File: config.mk
export PLATFORM = sky130hd
export DESIGN_NAME = pdm_cic_decimator
export DESIGN_NICKNAME = d
export VERILOG_FILES = /design/src/rtl/pdm_cic_decimator_pkg.sv /design/src/rtl/pdm_cic_decimator_clkgen.sv /design/src/rtl/pdm_cic_decimator.sv
export SDC_FILE = /design/constraint.sdc
export NUM_CORES = 1
export LEC_CHECK = 0
export ABC_CLOCK_PERIOD_IN_PS = 3150
export CAP_MARGIN = 20
export CORE_ASPECT_RATIO = 1.5
export CORE_MARGIN = 4
export CORE_UTILIZATION = 41
export CTS_CLUSTER_DIAMETER = 100
export DETAILED_ROUTE_END_ITERATION = 10
export GPL_ROUTABILITY_DRIVEN = 0
export GPL_TIMING_DRIVEN = 1
export PLACE_DENSITY = 0.67
export SYNTH_ARGS = -nofsm -noshare
export SYNTH_HDL_FRONTEND = slang
export SYNTH_SLANG_ARGS = --single-unit
export TNS_END_PERCENT = 30
File: constraint.sdc
create_clock -name CLK -period 3.15 [get_ports CLK]
set_input_delay 0.315 -clock CLK [delete_from_list [all_inputs] [get_ports CLK]]
set_output_delay 0.315 -clock CLK [all_outputs]
set_load 0.005 [all_outputs]
File: src/rtl/pdm_cic_decimator_pkg.sv
// Shared audio definitions for the PDM front end and the display sample buffer:
// sample width, saturation limits, comb FSM state encoding and warm-up count.
package pdm_cic_decimator_pkg;

    localparam int AUDIO_W = 18;
    localparam logic signed [AUDIO_W-1:0] AUDIO_MAX = 18'sd131071;
    localparam logic signed [AUDIO_W-1:0] AUDIO_MIN = -18'sd131072;

    // Number of decimated results discarded after reset while the combs fill.
    localparam int WARMUP = 3;

    typedef enum logic [2:0] {
        ST_IDLE = 3'd0,
        ST_C1   = 3'd1,
        ST_C2   = 3'd2,
        ST_C3   = 3'd3,
        ST_DCB  = 3'd4,
        ST_OUT  = 3'd5
    } cic_state_t;

endpackage

File: src/rtl/pdm_cic_decimator_clkgen.sv
// PDM microphone clock generator: divides CLK by PDM_DIV, drives a registered
// 50% duty PDM_CLK and flags the last high-phase cycle as the bit sample tick.
module pdm_clkgen
    import pdm_cic_decimator_pkg::*;
#(
    parameter int PDM_DIV = 30
) (
    input  logic CLK,
    input  logic nRST,
    output logic PDM_CLK,
    output logic bit_tick
);

    localparam int CNT_W = $clog2(PDM_DIV);
    localparam int HALF  = PDM_DIV / 2;

    logic [CNT_W-1:0] div_cnt;

    // The microphone drives data on the falling edge, so sample at the end of the high phase.
    assign bit_tick = (div_cnt == CNT_W'(HALF - 1));

    // Free-running divider; PDM_CLK goes high on the first edge after reset release.
    always_ff @(posedge CLK or negedge nRST) begin
        if (!nRST) begin
            div_cnt <= '0;
            PDM_CLK <= 1'b0;
        end else begin
            div_cnt <= (div_cnt == CNT_W'(PDM_DIV - 1)) ? '0 : div_cnt + 1'b1;
            PDM_CLK <= (div_cnt < CNT_W'(HALF));
        end
    end

endmodule

File: src/rtl/pdm_cic_decimator.sv
// 3rd-order CIC decimator for a 1-bit PDM microphone, producing signed 18-bit
// PCM on ADATA0 with a one-cycle ADATARDY strobe.
// Optional build macro: DC_BLOCK_EN inserts a first-order DC-removal stage
// after saturation (one extra FSM state, one cycle more latency).
module pdm_cic_decimator
    import pdm_cic_decimator_pkg::*;
#(
    parameter int PDM_DIV   = 30,
    parameter int DECIM     = 64,
    parameter int ACC_W     = 20,
    parameter int OUT_SHIFT = 1
) (
    input  logic                      CLK,
    input  logic                      nRST,
    output logic                      PDM_CLK,
    input  logic                      PDM_DAT,
    output logic signed [AUDIO_W-1:0] ADATA0,
    output logic                      ADATARDY
);

    localparam int BCNT_W = $clog2(DECIM);
    localparam int WARM_W = $clog2(WARMUP + 1);

    function automatic logic signed [AUDIO_W-1:0] sat_audio(input logic signed [31:0] v);
        if (v > 32'(AUDIO_MAX)) return AUDIO_MAX;
        if (v < 32'(AUDIO_MIN)) return AUDIO_MIN;
        return v[AUDIO_W-1:0];
    endfunction

    logic                     bit_tick;
    logic                     pdm_sync_p0;
    logic                     pdm_sync_p1;
    logic signed [ACC_W-1:0]  x_p1;
    logic signed [ACC_W-1:0]  i1, i2, i3;
    logic [BCNT_W-1:0]        bit_cnt;
    logic                     last_bit;
    logic signed [ACC_W-1:0]  cap;
    logic signed [ACC_W-1:0]  z1, z2, z3;
    logic signed [ACC_W-1:0]  d1, d2, d3;
    logic signed [31:0]       d3_scaled;
    logic [WARM_W-1:0]        warm_cnt;
    logic                     vld_p0;
    cic_state_t               state;

    pdm_clkgen #(
        .PDM_DIV (PDM_DIV)
    ) u_clkgen (
        .CLK      (CLK),
        .nRST     (nRST),
        .PDM_CLK  (PDM_CLK),
        .bit_tick (bit_tick)
    );

    // Bit 1 maps to +1 (000..01), bit 0 to -1 (111..11).
    assign x_p1      = {{(ACC_W-1){~pdm_sync_p1}}, 1'b1};
    assign last_bit  = bit_tick && (bit_cnt == BCNT_W'(DECIM - 1));
    assign d3_scaled = 32'(d3) >>> OUT_SHIFT;

    // Two-flop synchroniser on the microphone data line.
    always_ff @(posedge CLK or negedge nRST) begin
        if (!nRST) begin
            pdm_sync_p0 <= 1'b0;
            pdm_sync_p1 <= 1'b0;
        end else begin
            pdm_sync_p0 <= PDM_DAT;
            pdm_sync_p1 <= pdm_sync_p0;
        end
    end

    // Integrator cascade and decimation counter, advanced once per PDM bit; wraps modulo 2^ACC_W.
    always_ff @(posedge CLK or negedge nRST) begin
        if (!nRST) begin
            i1      <= '0;
            i2      <= '0;
            i3      <= '0;
            bit_cnt <= '0;
        end else if (bit_tick) begin
            i1      <= i1 + x_p1;
            i2      <= i2 + i1;
            i3      <= i3 + i2;
            bit_cnt <= bit_cnt + 1'b1;
        end
    end

`ifdef DC_BLOCK_EN
    logic signed [AUDIO_W-1:0] dc_x_prev;
    logic signed [AUDIO_W-1:0] dc_y_prev;
    logic signed [AUDIO_W-1:0] dc_x;
    logic signed [31:0]        dc_y_raw;

    assign dc_x     = sat_audio(d3_scaled);
    assign dc_y_raw = 32'(dc_x) - 32'(dc_x_prev) + 32'(dc_y_prev) - (32'(dc_y_prev) >>> 10);
`endif

    // Comb FSM: one comb stage per cycle after each decimated capture, then the output write.
    always_ff @(posedge CLK or negedge nRST) begin
        if (!nRST) begin
            state     <= ST_IDLE;
            cap       <= '0;
            z1        <= '0;
            z2        <= '0;
            z3        <= '0;
            d1        <= '0;
            d2        <= '0;
            d3        <= '0;
            warm_cnt  <= '0;
            vld_p0    <= 1'b0;
            ADATA0    <= '0;
`ifdef DC_BLOCK_EN
            dc_x_prev <= '0;
            dc_y_prev <= '0;
`endif
        end else begin
            vld_p0 <= 1'b0;
            case (state)
                ST_IDLE: begin
                    if (last_bit) begin
                        cap   <= i3 + i2;
                        state <= ST_C1;
                    end
                end
                ST_C1: begin
                    d1    <= cap - z1;
                    z1    <= cap;
                    state <= ST_C2;
                end
                ST_C2: begin
                    d2    <= d1 - z2;
                    z2    <= d1;
                    state <= ST_C3;
                end
                ST_C3: begin
                    d3    <= d2 - z3;
                    z3    <= d2;
`ifdef DC_BLOCK_EN
                    state <= ST_DCB;
`else
                    state <= ST_OUT;
`endif
                end
`ifdef DC_BLOCK_EN
                ST_DCB: begin
                    dc_x_prev <= dc_x;
                    dc_y_prev <= sat_audio(dc_y_raw);
                    state     <= ST_OUT;
                end
`endif
                ST_OUT: begin
                    if (warm_cnt == WARM_W'(WARMUP)) begin
`ifdef DC_BLOCK_EN
                        ADATA0 <= dc_y_prev;
`else
                        ADATA0 <= sat_audio(d3_scaled);
`endif
                        vld_p0 <= 1'b1;
                    end else begin
                        warm_cnt <= warm_cnt + 1'b1;
                    end
                    state <= ST_IDLE;
                end
                default: state <= ST_IDLE;
            endcase
        end
    end

    // Output strobe follows the ADATA0 write by one cycle.
    always_ff @(posedge CLK or negedge nRST) begin
        if (!nRST) begin
            ADATARDY <= 1'b0;
        end else begin
            ADATARDY <= vld_p0;
        end
    end

endmodule
==> results.json <==
{
  "status": "completed",
  "syn_inst": 1513,
  "wl_microns": 26500,
  "die_x_microns": 160,
  "worst_pin_slew_ns": 0.970,
  "power_frac_seq_pct": 42.7,
  "switching_share_pct": 25.4,
  "post_drt_wl_per_cell_microns": 13.5,
  "p_comb_share_pct": 14.4,
  "start_util_pct": 41.5,
  "overflow": 0,
  "ys_warn_count": 0,
  "required_ns": 3.55,
  "drc": 0,
  "slew_viol_final": 0,
  "met2_usage_pct": 28.5,
  "grt_pass1_vias": 10778,
  "vias": 10335,
  "cpMaxStageDelayCell": "a211oi_1",
  "regArea_sq_mm": 0.00596,
  "ios": 23,
  "ant_nets": 0,
  "ys_seq_elements": 238,
  "use_met1_pct": 15.5,
  "tns_ns": 0,
  "synth_edf_count": 0,
  "clock_path_buffers": 3,
  "layout-drive-gt1-share_pct": 8.67,
  "grt.total_usage_pct": 14.3,
  "final_common_cell": "nand2_1",
  "drt_iter0_markers": 348,
  "viasPerCell": 5.25,
  "min_period_ns": 2.81,
  "rsz0062_at_grt": "false",
  "yosysSeqAreaShare_pct": 41.9,
  "vdd_ir_drop_max_mv": 0.413,
  "groute.layer.met3.usage_pct": 1.66,
  "drv_cap": 0,
  "p_int_w": 0.00557,
  "clock_latency_ns": 0.52,
  "async_flop_share_pct": 100,
  "syn_area_sq_mm": 0.0142,
  "critPathLaunch": "pdm_sync_p1$_DFF_PN0_",
  "portBuffers": 22,
  "antenna_found_initial": 0,
  "yosysUniqueCellTypes": 85,
  "coreArea_sq_mm": 0.0343,
  "path_cells": "inv_1 > ha_1 > a211oi_1 > o211ai_1 > a41oi_2 > nor2b_1 > a221o_1 > a21oi_2 > xor2_1 > o21ai_1",
  "start_kind": "flip-flop",
  "dp_slack_ns": 0.319,
  "nNetsFinal": 1654,
  "dp_hpwl_microns": 19700,
  "p_switching_w": 0.00190,
  "crit_fanout": 9,
  "htree_levels": 1,
  "worstHoldStart": "PDM_DAT",
  "die_y_microns": 236,
  "ys.flop_type": "dfrtp_1",
  "syn_nets": 1639,
  "hold_viol_final": 0,
  "worstSetupPathType": "reg -> reg",
  "cts_tree": "done",
  "cts_setup_buffers": 0,
  "cp.arrival_ns": 3.21,
  "multiInputGateArea_sq_mm": 0.00772,
  "fin_skew_ns": 0.0153,
  "dr.pass1.iters": 4,
  "syn_to_final_growth_pct": 11.5,
  "p_leak_nw": 7.38,
  "powerDensity_mw_per_mm2": 472,
  "slew_headroom_pct": 35.4,
  "power_frac_clock_pct": 43.0,
  "fin_crit_sh_pct": 89.2,
  "antennaDiodeCount": 0,
  "nFillCells": 3254,
  "clock-sinks": 238,
  "max_stage_delay_ns": 0.40,
  "dieArea_sq_mm": 0.0378,
  "cts_buffers": 25,
  "synth.avg_cell_area_sq_um": 9.39,
  "reg2reg_from": "pdm_sync_p1$_DFF_PN0_",
  "clkTransAtPathRegs_ns": 0.06,
  "final_cell_mix": "244 x nand2_1, 238 x dfrtp_1, 204 x o21ai_0, 117 x ha_1, 86 x inv_1",
  "min_path_type": "in -> reg",
  "final-setup-viol-count": 0,
  "gr-max-usage-layer": "met2",
  "max_freq_mhz": 356,
  "endpoint_kind": "flip-flop",
  "grt_pass1_wl_microns": 47500,
  "rows": 83,
  "worst_slack_ns": 0.340,
  "grt_max_degree": 76,
  "cts-root-buf": "clkbuf_16"
}
[registers in the layout (all words and copies together) (netlist names), 19 cells and up]
| signal | count |
|---|---|
| cap | 20 |
| d1 | 20 |
| d2 | 20 |
| d3 | 19 |
| i1 | 20 |
| i2 | 20 |
| i3 | 20 |
| z1 | 20 |
| z2 | 20 |
| z3 | 20 |
[routing by layer]
metal | vias to the layer above | part of all wire (%)
met2 | 120 | 54
met4 | 0 | 3.3
li1 | 5321 | -
met1 | 4831 | 40
met3 | 63 | 2.5
met5 | - | 0
[layout make-up]
type                    count  area share [%]
multi-input cells        1135            48.8
flip-flops and latches    238            37.6
clock buffers              29            4.17
well taps                 425            3.36
repair buffers             41            2.50
inverters                  87            2.06
clock inverters            15            1.52
[through the flow]
| step | power (W) | area [sq um] | instances | hold WS [ns] | util, % |
|---|---|---|---|---|---|
| after floorplan | 0.00405 | 14200 | 1513 | 0.0194 | - |
| after global placement | 0.00428 | 14900 | 1925 | 0.306 | 43.5 |
| after detailed placement | 0.00432 | 14900 | 1925 | 0.305 | 43.5 |
| after CTS | 0.00758 | 15800 | 1970 | 0.216 | 46.2 |
| after global routing | 0.00785 | 15800 | 1970 | 0.235 | 46.2 |
| final | 0.00747 | 15800 | 1970 | 0.240 | 46.2 |
[worst paths after layout]
check                                              end  slack [ns]  cells after the start
worst max-delay path                i1[17]$_DFFE_PN0N_        0.34                     10
worst min-delay path             pdm_sync_p0$_DFF_PN0_        0.24                      1
worst max register to register      i1[17]$_DFFE_PN0N_        0.34                     10
worst min register to register      ADATARDY$_DFF_PN0_        0.35                      0
max in group asynchronous       bit_cnt[2]$_DFFE_PN0N_        1.95                      3
min in group asynchronous            z3[1]$_DFFE_PN0P_        0.34                      2
[cells in the mapped netlist, types with 15 or more instances]
master | instances | area, sq um
dfrtp_1 | 238 | 5960
nor3_1 | 15 | 75.1
o21ai_0 | 204 | 1020
nor2_1 | 53 | 199
nand2b_1 | 17 | 106
a21o_1 | 40 | 300
maj3_1 | 17 | 170
ha_1 | 117 | 1460
o21a_1 | 17 | 128
a211oi_1 | 15 | 113
inv_1 | 86 | 323
nand2_1 | 245 | 920
xnor2_1 | 58 | 508
xor2_1 | 50 | 438
clkbuf_1 | 42 | 158
mux2_2 | 41 | 462
a21oi_1 | 63 | 315
[worst max-delay path, delay by kind of cell (launching register included)]
family / cells / cell delay, ns
XOR/XNOR: 1 / 0.15
AND/OR/NAND/NOR: 1 / 0.13
buffers and inverters: 1 / 0.27
adder cells (fa/ha/maj): 1 / 0.32
AO/OA/AOI/OAI: 6 / 1.47
flip-flops: 1 / 0.36
[cell families after synthesis]
| kind of cell | Yosys count | synth area share (%) |
|---|---|---|
| multiplexers | 42 | 3.33 |
| XOR/XNOR | 108 | 6.66 |
| buffers and inverters | 140 | 3.78 |
| adder cells (fa/ha/maj) | 140 | 12.3 |
| flip-flops | 238 | 41.9 |
| AND/OR/NAND/NOR | 399 | 12.3 |
| AO/OA/AOI/OAI | 446 | 19.6 |
[power groups by stage]
stage / sequential, W / clock [W] / combinational (W)
after global routing: 0.00320 / 0.00343 / 0.00122
after global placement: 0.00324 / 0 / 0.00104
after floorplan: 0.00322 / 0 / 0.000832
after detailed placement: 0.00324 / 0 / 0.00107
final: 0.00319 / 0.00321 / 0.00107
after CTS: 0.00319 / 0.00332 / 0.00108
[repair_timing]
| action | 4_1_cts | 5_1_grt |
|---|---|---|
| endpoints found under the hold margin | 64 | 0 |
| resized for setup | 0 | 1 |
| setup endpoints to repair | 0 | 1 |
| hold buffers | 1 | 0 |
Power figures use the tool's default switching activity.
